### config.mk
export PLATFORM = sky130hd
export DESIGN_NAME = seven_seg_output_driver
export DESIGN_NICKNAME = d
export VERILOG_FILES = /design/src/rtl/seven_seg_output_driver.sv
export SDC_FILE = /design/constraint.sdc
export NUM_CORES = 1
export LEC_CHECK = 0
export ABC_AREA = 1
export CORE_MARGIN = 2
export CORE_UTILIZATION = 55
export DETAILED_ROUTE_END_ITERATION = 16
export GPL_ROUTABILITY_DRIVEN = 0
export HOLD_SLACK_MARGIN = 0.05
export PLACE_DENSITY = 0.81
export SYNTH_ARGS = -nofsm -noshare
export SYNTH_HDL_FRONTEND = slang
export SYNTH_SLANG_ARGS = --single-unit
### constraint.sdc
create_clock -name clk -period 2.4 [get_ports clk]
set_input_delay 0.36 -clock clk [delete_from_list [all_inputs] [get_ports clk]]
set_output_delay 0.36 -clock clk [all_outputs]
set_load 0.01 [all_outputs]
### src/rtl/seven_seg_output_driver.sv
// ---------------------------------------------------------------------------
// seven_seg_output_driver
//
// Purpose:
//   Takes the CPU output register value, converts it to BCD with a
//   sequential shift-add-3 (double-dabble) engine and scans it onto a
//   4-digit multiplexed, active-low seven-segment display. An optional hex
//   view shows the last converted value as two hex digits instead.
//   The block runs on the same divided clock as the core; there is no CDC.
//
// Ports:
//   clk      in   1   block clock, rising edge
//   reset    in   1   asynchronous active-low reset
//   dataIn   in   8   value to display
//   hexMode  in   1   1 = two hex digits, 0 = decimal with leading-zero blanking
//   seg      out  7   segments, active-low, seg[0]=a .. seg[6]=g (registered)
//   dp       out  1   decimal point, active-low, always off
//   an       out  4   digit anodes, active-low, an[0] = rightmost (registered)
//   busy     out  1   high while a conversion is in flight
//   bcdOut   out  12  last completed BCD value {hundreds, tens, ones}
// ---------------------------------------------------------------------------
module seven_seg_output_driver #(
    parameter int REFRESH_DIV = 100000,
    parameter int DATA_WIDTH  = 8
) (
    input  logic                  clk,
    input  logic                  reset,
    input  logic [DATA_WIDTH-1:0] dataIn,
    input  logic                  hexMode,
    output logic [6:0]            seg,
    output logic                  dp,
    output logic [3:0]            an,
    output logic                  busy,
    output logic [11:0]           bcdOut
);

    // Shift register layout: {hundreds, tens, ones, binary}.
    localparam int SHIFT_W = 12 + DATA_WIDTH;
    localparam int CNT_W   = (REFRESH_DIV > 1) ? $clog2(REFRESH_DIV) : 1;
    localparam logic [CNT_W-1:0] CNT_MAX = CNT_W'(REFRESH_DIV - 1);

    // Conversion FSM states.
    localparam logic [1:0] ST_IDLE  = 2'd0;
    localparam logic [1:0] ST_SHIFT = 2'd1;
    localparam logic [1:0] ST_DONE  = 2'd2;

    // Number of shift steps for one conversion (one per binary bit).
    localparam logic [3:0] LAST_ITER = 4'(DATA_WIDTH - 1);

    // -----------------------------------------------------------------------
    // Helper functions
    // -----------------------------------------------------------------------

    // Add 3 to every BCD nibble that is 5 or more, ahead of the next shift.
    function automatic logic [SHIFT_W-1:0] bcd_adjust(input logic [SHIFT_W-1:0] r);
        logic [SHIFT_W-1:0] t;
        t = r;
        for (int k = 0; k < 3; k++) begin
            if (t[DATA_WIDTH + 4*k +: 4] >= 4'd5) begin
                t[DATA_WIDTH + 4*k +: 4] = t[DATA_WIDTH + 4*k +: 4] + 4'd3;
            end else begin
                t[DATA_WIDTH + 4*k +: 4] = t[DATA_WIDTH + 4*k +: 4];
            end
        end
        return t;
    endfunction

    // Hex digit to active-low segment pattern, bit order g..a.
    function automatic logic [6:0] seg_encode(input logic [3:0] nib);
        logic [6:0] s;
        case (nib)
            4'h0:    s = 7'b1000000;
            4'h1:    s = 7'b1111001;
            4'h2:    s = 7'b0100100;
            4'h3:    s = 7'b0110000;
            4'h4:    s = 7'b0011001;
            4'h5:    s = 7'b0010010;
            4'h6:    s = 7'b0000010;
            4'h7:    s = 7'b1111000;
            4'h8:    s = 7'b0000000;
            4'h9:    s = 7'b0010000;
            4'hA:    s = 7'b0001000;
            4'hB:    s = 7'b0000011;
            4'hC:    s = 7'b1000110;
            4'hD:    s = 7'b0100001;
            4'hE:    s = 7'b0000110;
            4'hF:    s = 7'b0001110;
            default: s = 7'b1111111;
        endcase
        return s;
    endfunction

    // -----------------------------------------------------------------------
    // State
    // -----------------------------------------------------------------------
    logic [1:0]            state_q,   state_d;
    logic [DATA_WIDTH-1:0] last_q,    last_d;
    logic [DATA_WIDTH-1:0] shown_q,   shown_d;
    logic [SHIFT_W-1:0]    shift_q,   shift_d;
    logic [3:0]            iter_q,    iter_d;
    logic                  busy_q,    busy_d;
    logic [11:0]           bcd_q,     bcd_d;
    logic [CNT_W-1:0]      refresh_q, refresh_d;
    logic [1:0]            digit_q,   digit_d;
    logic [6:0]            seg_q,     seg_d;
    logic [3:0]            an_q,      an_d;

    logic [SHIFT_W-1:0]    adj_s;
    logic [3:0]            nib_s;
    logic                  blank_s;

    assign adj_s = bcd_adjust(shift_q);

    // -----------------------------------------------------------------------
    // Conversion FSM
    // -----------------------------------------------------------------------

    // Next-state logic for change detection and the double-dabble engine.
    always_comb begin
        state_d = state_q;
        last_d  = last_q;
        shown_d = shown_q;
        shift_d = shift_q;
        iter_d  = iter_q;
        busy_d  = busy_q;
        bcd_d   = bcd_q;
        case (state_q)
            ST_IDLE: begin
                // dataIn is only looked at here, so changes during a
                // conversion are picked up by this compare afterwards.
                if (dataIn != last_q) begin
                    last_d  = dataIn;
                    shift_d = {12'b0, dataIn};
                    iter_d  = 4'd0;
                    busy_d  = 1'b1;
                    state_d = ST_SHIFT;
                end else begin
                    state_d = ST_IDLE;
                end
            end
            ST_SHIFT: begin
                shift_d = {adj_s[SHIFT_W-2:0], 1'b0};
                iter_d  = iter_q + 4'd1;
                if (iter_q == LAST_ITER) begin
                    state_d = ST_DONE;
                end else begin
                    state_d = ST_SHIFT;
                end
            end
            ST_DONE: begin
                // Result and the value it belongs to are published together
                // so the display never mixes old and new data.
                bcd_d   = shift_q[SHIFT_W-1 -: 12];
                shown_d = last_q;
                busy_d  = 1'b0;
                state_d = ST_IDLE;
            end
            default: begin
                busy_d  = 1'b0;
                state_d = ST_IDLE;
            end
        endcase
    end

    // Conversion FSM registers.
    always_ff @(posedge clk or negedge reset) begin
        if (!reset) begin
            state_q <= ST_IDLE;
            last_q  <= '0;
            shown_q <= '0;
            shift_q <= '0;
            iter_q  <= 4'd0;
            busy_q  <= 1'b0;
            bcd_q   <= 12'd0;
        end else begin
            state_q <= state_d;
            last_q  <= last_d;
            shown_q <= shown_d;
            shift_q <= shift_d;
            iter_q  <= iter_d;
            busy_q  <= busy_d;
            bcd_q   <= bcd_d;
        end
    end

    // -----------------------------------------------------------------------
    // Display scan
    // -----------------------------------------------------------------------

    // Refresh divider; the digit index advances when the divider wraps.
    always_comb begin
        if (refresh_q == CNT_MAX) begin
            refresh_d = '0;
            digit_d   = digit_q + 2'd1;
        end else begin
            refresh_d = refresh_q + CNT_W'(1);
            digit_d   = digit_q;
        end
    end

    // Pick the nibble for the current slot and decide whether it is blank.
    always_comb begin
        nib_s   = 4'd0;
        blank_s = 1'b1;
        if (hexMode) begin
            case (digit_q)
                2'd0: begin
                    nib_s   = shown_q[3:0];
                    blank_s = 1'b0;
                end
                2'd1: begin
                    nib_s   = shown_q[7:4];
                    blank_s = 1'b0;
                end
                default: begin
                    nib_s   = 4'd0;
                    blank_s = 1'b1;
                end
            endcase
        end else begin
            case (digit_q)
                2'd0: begin
                    nib_s   = bcd_q[3:0];
                    blank_s = 1'b0;
                end
                2'd1: begin
                    // Leading-zero blanking: tens only shows for values >= 10.
                    nib_s   = bcd_q[7:4];
                    blank_s = (bcd_q[11:8] == 4'd0) && (bcd_q[7:4] == 4'd0);
                end
                2'd2: begin
                    nib_s   = bcd_q[11:8];
                    blank_s = (bcd_q[11:8] == 4'd0);
                end
                default: begin
                    nib_s   = 4'd0;
                    blank_s = 1'b1;
                end
            endcase
        end
    end

    // Segment/anode next values; a blank slot turns everything off.
    always_comb begin
        if (blank_s) begin
            seg_d = 7'h7F;
            an_d  = 4'hF;
        end else begin
            seg_d = seg_encode(nib_s);
            an_d  = ~(4'b0001 << digit_q);
        end
    end

    // Scan counter and registered display outputs.
    always_ff @(posedge clk or negedge reset) begin
        if (!reset) begin
            refresh_q <= '0;
            digit_q   <= 2'd0;
            seg_q     <= 7'h7F;
            an_q      <= 4'hF;
        end else begin
            refresh_q <= refresh_d;
            digit_q   <= digit_d;
            seg_q     <= seg_d;
            an_q      <= an_d;
        end
    end

    assign seg    = seg_q;
    assign an     = an_q;
    assign dp     = 1'b1;
    assign busy   = busy_q;
    assign bcdOut = bcd_q;

endmodule

# Word level (Yosys, flattened, before mapping)
# Memory sizes are Yosys's and may differ from the RTL's.
# Index checks and enable logic that the tools add are counted.
dict set report op_classes {
  magnitude_cmp 3
  eq_ne 8
  reduce_logical 10
  add_sub_neg 6
  div_mod_pow 0
  mul 0
  muxes 21
  bitwise_logic 2
  shift 1
}
# op count
set ops {}
lappend ops {{$pmux 20 s2} 1}
lappend ops {{$mux 20} 1}
lappend ops {{$mux 4} 5}
lappend ops {{$add 17x1->17 const B} 1}
lappend ops {{$eq 17x17->1 const B} 1}
lappend ops {{$mux 17} 1}
lappend ops {{$pmux 4 s2} 2}
lappend ops {{$ge 4x3->1 const B} 3}
lappend ops {{$pmux 4 s3} 1}
lappend ops {{$add 4x2->4 const B} 2}
lappend ops {{$logic_not 4->1} 2}
lappend ops {{$ne 8x8->1} 1}
lappend ops {{$mux 7} 1}
lappend ops {{$reduce_and 2->1} 3}
lappend ops {{$add 4x1->4 const B} 1}
lappend ops {{$eq 2x1->1 const B} 2}
lappend ops {{$eq 2x2->1 const B} 2}
lappend ops {{$eq 4x3->1 const B} 1}
lappend ops {{$logic_not 2->1} 2}
lappend ops {{$mux 1} 4}
lappend ops {{$not 4->4} 1}
lappend ops {{$pmux 2 s2} 1}
lappend ops {{$shl 1x2->4 const A} 1}
lappend ops {{$add 3x2->3 const B} 1}
lappend ops {{10 further kinds} 10}
dict set report totals {
  latchBits 0
  ram_bits 0
  word_cells 63
  in_bits 11
  ff_bits 85
  romBits 112
  memories 1
}
# memory words word_bits rd rd_clocked_by_memory_dff write_ports line
set memory_table {}
lappend memory_table {{(name not given)} 16 7 1 0 0 71} ;# case (nib)

# Longest topological paths before layout
dict set report logic_depth {
  word_depth 5
  mapped_depth 13
  ltp_nobuf 12
}

# Least setup slack after synthesis
# No wires, ideal clock.
dict set report synth_timing {
  kind {register -> register}
  startpoint {register digit_q[0]}
  endpoint {register seg_q[3] (netlist: seg[3])}
  setup_ps 64
  slack_ps 676
  arrival_time_ps 1660
  path_stages_with_launch 13
  path_cell_list {dfrtp_1 -> inv_1 -> ha_1 -> buf_4 -> nand2_1 -> nand3_1 -> nand2_1 -> nand2_1 -> inv_1 -> ha_1 -> nand2_1 -> nand3_1 -> nand3_1}
}
dict set report synth_between {
  elab_chain_cells 5
  word_cells_on_any_way 12
}
# item line
set synth_lines {}
lappend synth_lines {{start: declaration} 104} ;# logic [1:0] digit_q, digit_d;
lappend synth_lines {{start signal: assignment} 263} ;# digit_q <= digit_d;
lappend synth_lines {{$eq 2x2->1 (tied with other cells)} 221} ;# case (digit_q)
lappend synth_lines {{$pmux 4 s3 (tied with other cells)} 221}
lappend synth_lines {{$mux 4 / $mux 1 (equally long branches)} {205, 206}}
lappend synth_lines {{$mem_v2 16x7 / $mux 1 (equally long branches)} --}
lappend synth_lines {{$mux 7 (*)} 245} ;# if (blank_s) begin
lappend synth_lines {{net seg_d[3]} 105} ;# logic [6:0] seg_q, seg_d;
lappend synth_lines {{end signal: assignment} 264} ;# seg_q <= seg_d;
lappend synth_lines {{end: declaration} 105}
# Mark *: on every way through the listed nets, which the timed path passes. The rest lies on a longest branch.
# A chain may end at the register's enable or synchronous reset.

# Worst setup path after layout
# Same ends and word-level chain as after synthesis.

==> results.toml <==
[outcome]
status = "finished, final reports clean"

[clocking]
ctsResizeCount = 0
root_buffer = "clkbuf_8"
cts_tree = "done"
clock_sinks = 85
clk_path_buf_depth = 2
numCtsBuffers = 9
htree_levels = 3
path_clk_slew_ns = 0.08
clkLatencyLatePin_ns = 0.35

[finish]
areaGrowthSynthToFinish_pct = 12.9
final_nets = 620
drive_gt1_share_pct = 9.58
instances_no_fill = 697
diodes = 0
utilization_pct = 64.8
final_cell_area_um2 = 5060

[setup_path]
critPathBufInv = 3
critical_path_required_ns = 2.64
worst_path_most_repeated_cell = "nand2_1"
cp_cell_sequence = "inv_1 > ha_1 > nand2_1 > nand3_1 > nand2_1 > nand2_1 > inv_1 > ha_1 > inv_1 > nand2_1 > nand3_1 > nand3_1"
crit_path_end = "seg[3]"
cp-start-kind = "flip-flop"
slowest_delay_ns = 0.43
crit_fanout = 10
rr_startpoint = "digit_q[0]"
crit_cells = 12
startpoint = "digit_q[0]"
critical_path.top_delay_family = "simple AND/OR/NAND/NOR gates"
crit_arrival_ns = 2.40
end_kind = "flip-flop"
path_class = "flip-flop to flip-flop"
r2r_end = "seg[3]"
reg2reg_depth = 12
r2r_slack_ns = 0.24
critical_path.slowest_cell = "dfrtp_1"

[yosys]
syn_avg_cell_area_um2 = 8.08
synth-simple-area-share_pct = 26.7
synth-compound-area-share_pct = 7.37
synth_fa_ha_area_share_pct = 5.30
synth.area.mux_share_pct = 1.26
yosysSeqAreaShare_pct = 47.7
synth_top_cell_area_share_pct = 41.3
syn_inst = 555
syn-num-nets = 585
synth.distinct_cells = 31
yosys.area.top_type = "dfrtp_1"
yosysWarnings = 0
synth_top_family_by_area = "simple AND/OR/NAND/NOR gates"
synth_xor_area_share_pct = 3.52
synth.cell_area_um2 = 4480
yosys-top-cells-area = "dfrtp_1, nand2_1, nand3_1"
ys_ff_latch = 85

[timing]
fin_crit_sh_pct = 89.8
whs_ns = 0.475
tightestPinTransition_ns = 0.751
period_needed_ns = 2.16
slew_headroom_pct = 50.0
fmax_ghz = 0.464
setup_violations = 0
rsz0062_at_grt = "false"
tns_ns = 0
clock_skew_ns = 0.00658
final.setup.worst_slack_ns = 0.244
hold_viol_final = 0
slew_violations = 0

[global_route]
use_met2_pct = 37.9
antenna_found_initial = 0
grt_max_degree = 42
track_usage_pct = 22.0
grt_use_met1_pct = 28.3
grt_first_pass_wirelength_mm = 15.5
grt-ovfl-total = 0
met3_usage_pct = 2.89
top_usage_layer = "met2"
grt_pass1_vias = 3512

[drt]
ant_nets = 0
wl_per_cell_um = 12.9
vias_per_cell = 5.15
firstDrtPassIters = 4
drt_iter0_drc = 235
drcViolationCount = 0
routed-via-count = 3590
routed_wirelength_mm = 9.00

[place]
postPlaceCellArea_um2 = 4890
port_buffers = 34
dpl.cell_count = 680
dp_slack_ns = 0.252
hpwl_mm = 6.46

[pwr]
ir_drop_mv = 0.725
p_leak_nw = 2.57
p_per_area_nw_per_um2 = 1050
total_power_mw = 5.30

[min_path]
hold_start = "refresh_q[0]"
min_path_type = "flip-flop to flip-flop"

[die]
ios = 36
rows = 32
die-height_um = 94.3
die_w_um = 94.3
fp.coreArea_um2 = 7810
die-area_um2 = 8890
start_util_pct = 57.4

[run]
cap_viol_max_count = 0
[cell type report]
type	instances	area [um^2]
fill	658	2750
timing repair buffer	40	398
multi-input combinational	387	1980
inverter	67	251
sequential	85	2140
clock inverter	5	27.5
tap	102	128
clock buffer	11	131
[sequential cells by signal, indices dropped and copies added, names as in the netlist, 4 cells and up]
signal,count
bcdOut,12
last_q,8
seg,7
an,4
shown_q,8
refresh_q,17
shift_q,20
iter_q,4
[worst min-delay path by stage]
stage                              end  cells past startpoint
final                     refresh_q[0]                      1
after global routing      refresh_q[0]                      1
after CTS                 refresh_q[0]                      1
after detailed placement     bcdOut[6]                      1
after global placement    refresh_q[0]                      1
after floorplan              bcdOut[0]                      0
[cell usage after synthesis]
cell type	number
dfstp_2	11
nor4_2	1
nor2_1	31
nor3_1	5
nor2_2	4
o21ai_1	2
clkbuf_1	3
nand2_4	2
nor3_2	1
nand2_1	164
inv_1	61
buf_2	5
nor2_4	1
a21oi_1	16
o21ai_0	48
and2_0	1
nand2_2	5
buf_4	3
mux2_2	5
ha_1	19
nand3b_1	1
xor2_1	12
dfrtp_1	74
nand4_1	3
nand3_1	58
conb_1	1
buf_6	4
buf_1	1
xnor2_1	6
or2_2	1
inv_2	6
[power by group]
group | leakage, nW | internal, mW | switching, mW
clock network | 0.0829 | 0.370 | 0.488
registers | 1.05 | 1.92 | 0.369
logic | 1.43 | 0.900 | 1.25
total | 2.57 | 3.19 | 2.11
[layer usage]
metal / wire (um) / vias to the layer above
met5: 0 / -
met4: 169 / 0
met3: 241 / 14
met2: 4480 / 56
met1: 4110 / 1702
li1: - / 1818
[timing repair]
| item | CTS | global route |
|---|---|---|
| hold endpoints to repair | 28 | 0 |
| setup buffers | 0 | 0 |
| hold buffers | 1 | 0 |
[cells in the final DEF, fill, tap and decap left out, types with 6 or more instances in the layout]
| cell type | count |
|---|---|
| clkdlybuf4s50_1 | 33 |
| inv_2 | 6 |
| xnor2_1 | 6 |
| dfstp_2 | 11 |
| xor2_1 | 12 |
| o21ai_0 | 48 |
| nand3_1 | 58 |
| ha_1 | 19 |
| nor2_1 | 31 |
| inv_1 | 61 |
| a21oi_1 | 16 |
| clkbuf_8 | 9 |
| dfrtp_1 | 74 |
| nand2_1 | 164 |
[cell families (layout without fill, tap and decap cells)]
group	count (synthesis)	count (layout)
AOI/OAI and AO/OA	66	66
xor gates and xnor gates	18	18
adders and majority gates	19	19
buffers and inverters	83	123
DFF	85	85
muxes	5	5
other	1	1
and+or+nand+nor	278	278
No activity file was read; power rests on OpenSTA's default activity.
